### src/rtl/rv_ctrl_pkg.sv
// Shared types and encodings for the RV32I multi-cycle control sequencer.
package rv_ctrl_pkg;

    typedef enum logic [2:0] {
        S_IDLE   = 3'd0,
        S_FETCH  = 3'd1,
        S_DECODE = 3'd2,
        S_EXEC   = 3'd3,
        S_MEM    = 3'd4,
        S_WB     = 3'd5,
        S_HALT   = 3'd6
    } state_t;

    localparam logic [6:0] OPC_OP     = 7'b0110011;
    localparam logic [6:0] OPC_OP_IMM = 7'b0010011;
    localparam logic [6:0] OPC_LOAD   = 7'b0000011;
    localparam logic [6:0] OPC_STORE  = 7'b0100011;
    localparam logic [6:0] OPC_BRANCH = 7'b1100011;
    localparam logic [6:0] OPC_LUI    = 7'b0110111;
    localparam logic [6:0] OPC_AUIPC  = 7'b0010111;
    localparam logic [6:0] OPC_JAL    = 7'b1101111;
    localparam logic [6:0] OPC_JALR   = 7'b1100111;

    localparam logic [2:0] IMM_I = 3'd0;
    localparam logic [2:0] IMM_S = 3'd1;
    localparam logic [2:0] IMM_B = 3'd2;
    localparam logic [2:0] IMM_U = 3'd3;
    localparam logic [2:0] IMM_J = 3'd4;

    localparam logic [1:0] WB_ALU = 2'd0;
    localparam logic [1:0] WB_MEM = 2'd1;
    localparam logic [1:0] WB_PC4 = 2'd2;

    localparam logic [1:0] PC_PLUS4 = 2'd0;
    localparam logic [1:0] PC_BRJAL = 2'd1;
    localparam logic [1:0] PC_JALR  = 2'd2;

    typedef struct packed {
        logic op;
        logic op_imm;
        logic load;
        logic store;
        logic branch;
        logic lui;
        logic auipc;
        logic jal;
        logic jalr;
    } op_class_t;

    // Immediate format follows the instruction class; R-type falls back to I (unused).
    function automatic logic [2:0] imm_sel_of(input op_class_t c);
        if (c.store)                return IMM_S;
        else if (c.branch)          return IMM_B;
        else if (c.lui || c.auipc)  return IMM_U;
        else if (c.jal)             return IMM_J;
        return IMM_I;
    endfunction

endpackage

### src/rtl/rv_opcode_class.sv
// Combinational opcode classifier: one-hot class flags plus a legal indication.
module rv_opcode_class
    import rv_ctrl_pkg::*;
(
    input  logic [6:0] opcode,
    output op_class_t  cls,
    output logic       legal
);

    always_comb begin
        cls   = '0;
        legal = 1'b1;
        case (opcode)
            OPC_OP:     cls.op     = 1'b1;
            OPC_OP_IMM: cls.op_imm = 1'b1;
            OPC_LOAD:   cls.load   = 1'b1;
            OPC_STORE:  cls.store  = 1'b1;
            OPC_BRANCH: cls.branch = 1'b1;
            OPC_LUI:    cls.lui    = 1'b1;
            OPC_AUIPC:  cls.auipc  = 1'b1;
            OPC_JAL:    cls.jal    = 1'b1;
            OPC_JALR:   cls.jalr   = 1'b1;
            default:    legal      = 1'b0;
        endcase
    end

endmodule

### src/rtl/rv_multicycle_ctrl.sv
// Multi-cycle RV32I control sequencer: state register, retired-instruction
// counter and per-state decode of memory handshakes and datapath selects.
module rv_multicycle_ctrl
    import rv_ctrl_pkg::*;
(
    input  logic        clk,
    input  logic        rst_n,
    input  logic        run,
    output logic        imem_valid,
    input  logic        imem_ready,
    output logic        ir_load,
    input  logic [6:0]  opcode,
    input  logic        branch_taken,
    output logic        dmem_valid,
    output logic        dmem_we,
    input  logic        dmem_ready,
    output logic [2:0]  imm_sel,
    output logic        alu_src_imm,
    output logic        rf_we,
    output logic [1:0]  wb_sel,
    output logic        pc_we,
    output logic [1:0]  pc_sel,
    output logic        illegal,
    output logic [31:0] instret,
    output logic [2:0]  state
);

    state_t      state_q;
    logic [31:0] instret_q;
    op_class_t   cls;
    logic        legal;

    rv_opcode_class u_class (
        .opcode (opcode),
        .cls    (cls),
        .legal  (legal)
    );

    always_ff @(posedge clk or negedge rst_n) begin
        if (!rst_n) begin
            state_q <= S_IDLE;
        end else begin
            case (state_q)
                S_IDLE:   if (run) state_q <= S_FETCH;
                S_FETCH:  if (imem_ready) state_q <= S_DECODE;
                S_DECODE: state_q <= legal ? S_EXEC : S_HALT;
                S_EXEC: begin
                    if (cls.branch)                 state_q <= S_FETCH;
                    else if (cls.load || cls.store) state_q <= S_MEM;
                    else                            state_q <= S_WB;
                end
                S_MEM:    if (dmem_ready) state_q <= cls.load ? S_WB : S_FETCH;
                S_WB:     state_q <= S_FETCH;
                S_HALT:   state_q <= S_HALT;
                default:  state_q <= S_IDLE;
            endcase
        end
    end

    // Every PC update marks one retired instruction.
    always_ff @(posedge clk or negedge rst_n) begin
        if (!rst_n) begin
            instret_q <= '0;
        end else if (pc_we) begin
            instret_q <= instret_q + 32'd1;
        end
    end

    always_comb begin
        imem_valid  = 1'b0;
        ir_load     = 1'b0;
        dmem_valid  = 1'b0;
        dmem_we     = 1'b0;
        imm_sel     = IMM_I;
        alu_src_imm = 1'b0;
        rf_we       = 1'b0;
        wb_sel      = WB_ALU;
        pc_we       = 1'b0;
        pc_sel      = PC_PLUS4;
        illegal     = 1'b0;
        case (state_q)
            S_FETCH: begin
                imem_valid = 1'b1;
                ir_load    = imem_ready;
            end
            S_DECODE: imm_sel = imm_sel_of(cls);
            S_EXEC: begin
                imm_sel     = imm_sel_of(cls);
                alu_src_imm = cls.op_imm | cls.load | cls.store | cls.jalr | cls.lui | cls.auipc;
                if (cls.branch) begin
                    pc_we  = 1'b1;
                    pc_sel = branch_taken ? PC_BRJAL : PC_PLUS4;
                end
            end
            S_MEM: begin
                imm_sel    = imm_sel_of(cls);
                dmem_valid = 1'b1;
                dmem_we    = cls.store;
                pc_we      = cls.store & dmem_ready;
            end
            S_WB: begin
                imm_sel = imm_sel_of(cls);
                rf_we   = 1'b1;
                pc_we   = 1'b1;
                if (cls.load)                wb_sel = WB_MEM;
                else if (cls.jal || cls.jalr) wb_sel = WB_PC4;
                if (cls.jal)       pc_sel = PC_BRJAL;
                else if (cls.jalr) pc_sel = PC_JALR;
            end
            S_HALT:  illegal = 1'b1;
            default: ;
        endcase
    end

    assign instret = instret_q;
    assign state   = state_q;

endmodule

### config.mk
export PLATFORM = sky130hd
export DESIGN_NAME = rv_multicycle_ctrl
export DESIGN_NICKNAME = d
export VERILOG_FILES = /design/src/rtl/rv_ctrl_pkg.sv /design/src/rtl/rv_opcode_class.sv /design/src/rtl/rv_multicycle_ctrl.sv
export SDC_FILE = /design/constraint.sdc
export NUM_CORES = 1
export LEC_CHECK = 0
export BUFFER_PORTS_ARGS = -buffer_cell sky130_fd_sc_hd__buf_2
export CORE_MARGIN = 2
export CORE_UTILIZATION = 45
export CTS_CLUSTER_DIAMETER = 30
export DETAILED_ROUTE_END_ITERATION = 7
export GPL_ROUTABILITY_DRIVEN = 0
export GPL_TIMING_DRIVEN = 0
export PLACE_DENSITY = 0.72
export SYNTH_ARGS = -nofsm -noshare
export SYNTH_HDL_FRONTEND = slang
export SYNTH_SLANG_ARGS = --single-unit
### constraint.sdc
create_clock -name clk -period 2.29 [get_ports clk]
set_clock_uncertainty 0.05 [all_clocks]
set_input_delay 0.229 -clock clk [delete_from_list [all_inputs] [get_ports clk]]
set_output_delay 0.229 -clock clk [all_outputs]
set_load 0.1 [all_outputs]
==> results.toml, run 1 <==
[setup_path]
slowest_stage = "dfrtp_4"
critPathArrivalTime_ns = 1.95
r2r_setup_slack_ns = 0.21
worst_setup_path_end_kind = "primary output"
r2r-start = "state[2]"
critPathKind = "flop to primary output"
crit_path_start_kind = "flop"
critPathBufInv = 3
r2r-end = "instret[16]"
critPathMaxStageDelay_ns = 0.50
crit_chain = "inv_4, and3_4, clkbuf_16, nand3_4, mux2_4, nor2_4, buf_12"
cp_data_required_time_ns = 2.01
critical_path.top_delay_family = "flip-flops"
worstRegToRegCells = 6
crit_fanout = 6

[min_path]
hold_class = "primary input to flop"
min_to = "state[1]"
hp-start = "imem_ready"
holdPathStages = 4

[cts]
clk_path_buf_depth = 2
clkLatencyLatePin_ns = 0.28
htree_levels = 2
root_buffer = "clkbuf_8"
clock_sinks = 35
numCtsBuffers = 5
cts_tree = "built"
clk_pin_slew_ns = 0.07

[synthesis]
synth_flop_cell = "dfrtp_1"
synth.area.mux_share_pct = 1.14
synth_seq_area_share_pct = 44.4
ys.warnings.count = 0
synth_area_mm2 = 0.00197
synth-edff-count = 0
synthCells = 207
synth_cell_types = 37
synth_nets = 222
synthAdderAreaFrac_pct = 1.27
yosys.area.top_type = "dfrtp_1"
synth_top_family_by_area = "simple AND/OR/NAND/NOR gates"
synth-async-reset-ratio_pct = 100
synthTopCellsByArea = "dfrtp_1, xor2_1, xnor2_1, nand2_1, nand4_1"
synthSimpleGateAreaFrac_pct = 30.6
synth_xor_xnor_area_share_pct = 13.8
avgSynthCellArea_um2 = 9.53
synth-seq-cells = 35
netlist.area_leader.share_pct = 44.4
synth_compound_area_share_pct = 5.96

[routing]
route.detailed.drc = 0
wirelength_um = 4860
vias = 1888
postRouteAntennaNets = 0
drt_iter0_markers = 120
vias_per_cell = 5.59
firstDrtPassIters = 4
wl_per_cell_um = 14.4

[global_routing]
overflow = 0
grt_pass1_vias = 1777
grt_usage_pct = 20.3
grt_max_degree = 36
grt_antenna_before_repair = 0
grt_pass1_wl_um = 8180

[final_layout]
final_common_cell = "buf_2"
layout_common_cells = "buf_2, dfrtp_1, nand2_1, xor2_1, nand4_1"
syn_to_final_growth_pct = 48.4
fill_cells = 356
final_area_mm2 = 0.00293
instances_no_fill = 338
regArea_um2 = 887
fin_util_pct = 68.2
num_antenna_cells = 0
finalNetCount = 300
multiInputGateArea_mm2 = 0.00135
drive_gt1_share_pct = 43.7

[sta]
slew_headroom_pct = 49.6
worst_pin_slew_ns = 0.757
period_minus_slack_ns = 2.23
fin_ws_ns = 0.0611
finalCritPeriodShare_pct = 97.3
maxSlewViolCount = 0
finalSetupViolations = 0
hold_viol = 0
max_freq_ghz = 0.449
rsz0062_at_grt = "false"

[die]
core_area_mm2 = 0.00429
die_y_um = 70.2
fp.dieW_um = 70.2
rows = 24
initial_utilization_pct = 45.9
ios = 63
die_area_mm2 = 0.00493

[place]
post-place-ws_ns = -0.293
io_buffers = 62
dp_hpwl_um = 3490
placedCellCount = 321
dpl_cell_area_mm2 = 0.00267

[run_status]
status = "complete, no violations"

[run]
cap_violations = 0

[power]
intPower_w = 0.00131
vdd_drop_max_mv = 1.63
seq_power_share_pct = 28.6
p_leak_nw = 1.49
p_sw_w = 0.00127
power_density_mw_per_mm2 = 883
switching_share_pct = 49.2
power_w = 0.00258
pwr-share-clk_pct = 19.0
p_comb_share_pct = 52.4
[per-stage QoR]
| stage | setup TNS, ns | hold WS, ns |
|---|---|---|
| floorplan | -19.45 | -0.117 |
| global placement | -2.10 | 0.288 |
| detailed placement | -2.38 | 0.295 |
| CTS | 0 | 0.284 |
| global route | 0 | 0.307 |
| finish | 0 | 0.294 |
[repair_timing]
| action | CTS | global route |
|---|---|---|
| hold buffers | 1 | 0 |
| setup endpoints to repair | 28 | 14 |
| buffers inserted | 2 | 7 |
| resized for setup | 16 | 9 |
| pin swaps | 1 | 2 |
| endpoints found under the hold margin | 32 | 0 |
[flip-flops by register name, indices dropped and copies added, names as in the netlist]
name	flops
state	3
instret	32
[Yosys cell counts (2+ instances only)]
| cell type | n |
|---|---|
| dfrtp_1 | 35 |
| nand2_1 | 22 |
| xor2_1 | 21 |
| nor2_1 | 15 |
| nor3_1 | 13 |
| nand4_1 | 12 |
| nor4_1 | 10 |
| xnor2_1 | 10 |
| nand3_1 | 9 |
| clkbuf_1 | 6 |
| and3_1 | 5 |
| inv_1 | 5 |
| a21oi_1 | 4 |
| nor3b_1 | 4 |
| a221o_1 | 3 |
| a31oi_1 | 3 |
| nand2b_1 | 3 |
| nand3b_1 | 3 |
| nor4b_1 | 3 |
| ha_1 | 2 |
| mux2_2 | 2 |
| o21ai_0 | 2 |
[power groups by stage]
stage	Combinational [W]	Sequential [W]	Clock, W
after CTS	0.00129	0.000739	0.000505
after detailed placement	0.00124	0.000761	0
final	0.00135	0.000739	0.000491
after global routing	0.00141	0.000749	0.000519
after floorplan	0.000694	0.00109	0
after global placement	0.00124	0.000760	0
[routing by layer]
metal / vias to the layer above / track usage (%) / wire length (µm) / part of all wire, %
met4: 0 / 4.49 / 29 / 0.60
li1: 898 / - / - / -
met1: 931 / 27.5 / 2110 / 44
met2: 57 / 34.0 / 2460 / 51
met3: 2 / 3.90 / 256 / 5.3
met5: - / 0 / 0 / 0
[worst max-delay path by stage]
stage | startpoint | endpoint | slack, ns | depth (start not counted)
after floorplan | state[0] | instret[1] | -0.94 | 6
after global placement | state[2] | pc_we | -0.29 | 5
after detailed placement | state[2] | pc_we | -0.29 | 5
after CTS | state[2] | pc_sel[0] | 0.01 | 6
after global routing | state[1] | pc_sel[0] | 0.006 | 7
final | state[1] | pc_sel[0] | 0.06 | 7
[kinds of logic (layout without fill, tap and decap cells)]
| family | after synthesis | in the layout |
|---|---|---|
| compound gates | 16 | 16 |
| flops | 35 | 35 |
| buf+inv | 13 | 92 |
| fa+ha+maj | 2 | 2 |
| mux | 2 | 2 |
| xor+xnor | 31 | 31 |
| simple gates | 108 | 108 |
[worst register-to-register path, cell delays in order, from the launching register on]
cell and delay (ns):
dfrtp_4 0.52, buf_2 0.19, nand3b_1 0.25, nand2b_2 0.24, nand2_1 0.26, nor4_4 0.35, xor2_1 0.16
[final cells by class]
type,instances,share of cell area [%]
clock buffer,7,3.29
tap,52,2.22
inverter,5,0.726
sequential,35,30.3
timing repair buffer,72,15.0
multi-input combinational,159,45.9
clock inverter,1,0.256
buffer,7,2.31
Note: power is estimated with default switching activity, not from simulation.
==> run 2, diff against run 1 <==
--- a/config.mk
+++ b/config.mk
@@ -13,6 +13,7 @@
 export GPL_ROUTABILITY_DRIVEN = 0
 export GPL_TIMING_DRIVEN = 0
 export PLACE_DENSITY = 0.72
+export SETUP_SLACK_MARGIN = 0.4
 export SYNTH_ARGS = -nofsm -noshare
 export SYNTH_HDL_FRONTEND = slang
 export SYNTH_SLANG_ARGS = --single-unit
==> constraint.sdc (replaced) <==
create_clock -name clk -period 2.5 [get_ports clk]
set_clock_uncertainty 0.05 [all_clocks]
set_input_delay 0.25 -clock clk [delete_from_list [all_inputs] [get_ports clk]]
set_output_delay 0.25 -clock clk [all_outputs]
set_load 0.1 [all_outputs]
==> run 2 against run 1 <==
  * Critical path depth decreased by 1
  * Routed wire length up 17%
  * Non-clock buffer count up 12
  * Combinational power grew 4%
  * Clock power shrank 18%
  * Core utilization rose by 6.2 points
  * Flip-flop and latch count unchanged
  * Die area unchanged
  * The flow now finishes with violations (negative hold slack)
  * Sequential share of layout area decreased by 2.5 points
  * Largest power group unchanged
  * Largest cell class unchanged
  * Worst hold slack worse by 0.31 ns
==> results.toml, run 2 (synthesized netlist as in run 1, its figures left out) <==
[run_status]
status = "finished with violations"
failed_checks = "negative hold slack"

[die]
initial_utilization_pct = 45.9
fp.dieW_um = 70.2
die_y_um = 70.2
rows = 24
core_area_mm2 = 0.00429
ios = 63
die_area_mm2 = 0.00493

[routing]
route.detailed.drc = 0
postRouteAntennaNets = 0
firstDrtPassIters = 4
wirelength_um = 5680
vias = 1946
wl_per_cell_um = 16.2
vias_per_cell = 5.56
drt_iter0_markers = 62

[final_layout]
largest_reg_flops = 32
layout_common_cells = "buf_2, dfrtp_1, buf_4, xor2_1, nand2_1"
final_common_cell = "buf_2"
instances_no_fill = 350
finalNetCount = 312
drive_gt1_share_pct = 51.7
num_antenna_cells = 0
syn_to_final_growth_pct = 62.0

[sta]
finalSetupViolations = 0
rsz0062_at_grt = "true"
maxSlewViolCount = 0
max_freq_ghz = 0.459
setup-tns-final_ns = 0
hold_viol = 35
period_minus_slack_ns = 2.18
hold_slack_ns = -0.0182
worst_pin_slew_ns = 0.768
finalCritPeriodShare_pct = 87.1
slew_headroom_pct = 48.8

[setup_path]
critPathBufInv = 2
cp_data_required_time_ns = 2.20
crit_fanout = 7
critPathKind = "flop to primary output"
critPathMaxStageDelay_ns = 0.51
worst_setup_path_end_kind = "primary output"
critical_path.top_delay_family = "flip-flops"
r2r-start = "state[0]"
slowest_stage = "dfrtp_4"
critPathLaunch = "state[2]"
crit_path_start_kind = "flop"
crit_chain = "buf_8, and3b_2, nand3_2, mux2_4, nor2_4, buf_12"
critPathArrivalTime_ns = 1.88

[global_routing]
grt_antenna_before_repair = 0
grt_usage_pct = 22.4
overflow = 0
grt_max_degree = 36
grt_pass1_wl_um = 8830
grt_pass1_vias = 1863

[power]
power_density_mw_per_mm2 = 782
p_leak_nw = 1.65
power_w = 0.00250
vdd_drop_max_mv = 1.27

[place]
io_buffers = 62
dp_hpwl_um = 3530
placedCellCount = 321

[cts]
clock_sinks = 35
clkLatencyLatePin_ns = 0.29
clk_pin_slew_ns = 0.07
cts_hold_buf = 0
cts_tree = "built"
htree_levels = 2
clk_path_buf_depth = 2
numCtsBuffers = 5
root_buffer = "clkbuf_8"

[min_path]
hold_class = "primary input to asynchronous set/reset pin"

[run]
cap_violations = 0
run 2: cell count changes in the layout (fill, tap and decap cells not counted), moves of 4 or more:
cell and change:
buf_4 +13, buf_2 -7, nor3_1 -7, buf_6 +4, nor3_2 +4
run 2: path summary, 6_finish.rpt:
kind / to / slack [ns] / cells after the start
worst max-delay path: pc_sel[0] / 0.32 / 6
worst min-delay path: instret[29] / -0.02 / 1
worst max register to register: instret[13] / 0.44 / 8
worst min register to register: instret[15] / 0.45 / 1
max in group asynchronous: state[2] / 1.85 / 1
min in group clk: state[1] / 0.31 / 4
run 2: timing repair:
action	CTS	global route
pin swaps	5	16
buffers inserted	15	6
setup endpoints to repair	36	32
gates resized for setup	37	31
cloned	0	0
run 2: cell type report:
class / count / area, µm²
Sequential cell: 35 / 887
Clock inverter: 2 / 12.5
Fill cell: 301 / 1100
Timing Repair Buffer: 83 / 546
Buffer: 8 / 96.3
Multi-Input combinational cell: 159 / 1500
Tap cell: 52 / 65.1
Clock buffer: 6 / 72.6
Inverter: 5 / 21.3
run 2: per-layer routing:
layer,share of wire (%),routed length [µm],global-route usage [%]
met1,43,2420,28.7
met5,0,0,0
met2,53,2990,38.8
met4,1.1,62,7.05
met3,3.8,214,3.32
run 2: where the power goes:
part / leakage [nW] / internal (W) / switching (W)
logic: 1.14 / 0.000415 / 0.000998
clock network: 0.0412 / 0.000195 / 0.000210
registers: 0.465 / 0.000623 / 0.0000572
run 2: metrics by stage:
step           setup WS [ns]  hold WS, ns  area (µm²)  utilization [%]
2_1_floorplan         -0.728      -0.0956        2300                -
3_3_place_gp          -0.110        0.314        2680             62.4
3_5_place_dp          -0.114        0.316        2680             62.4
4_1_cts                0.302      0.00338        3020             70.4
5_1_grt                0.286       0.0540        3200             74.4
6_report               0.322      -0.0182        3200             74.4
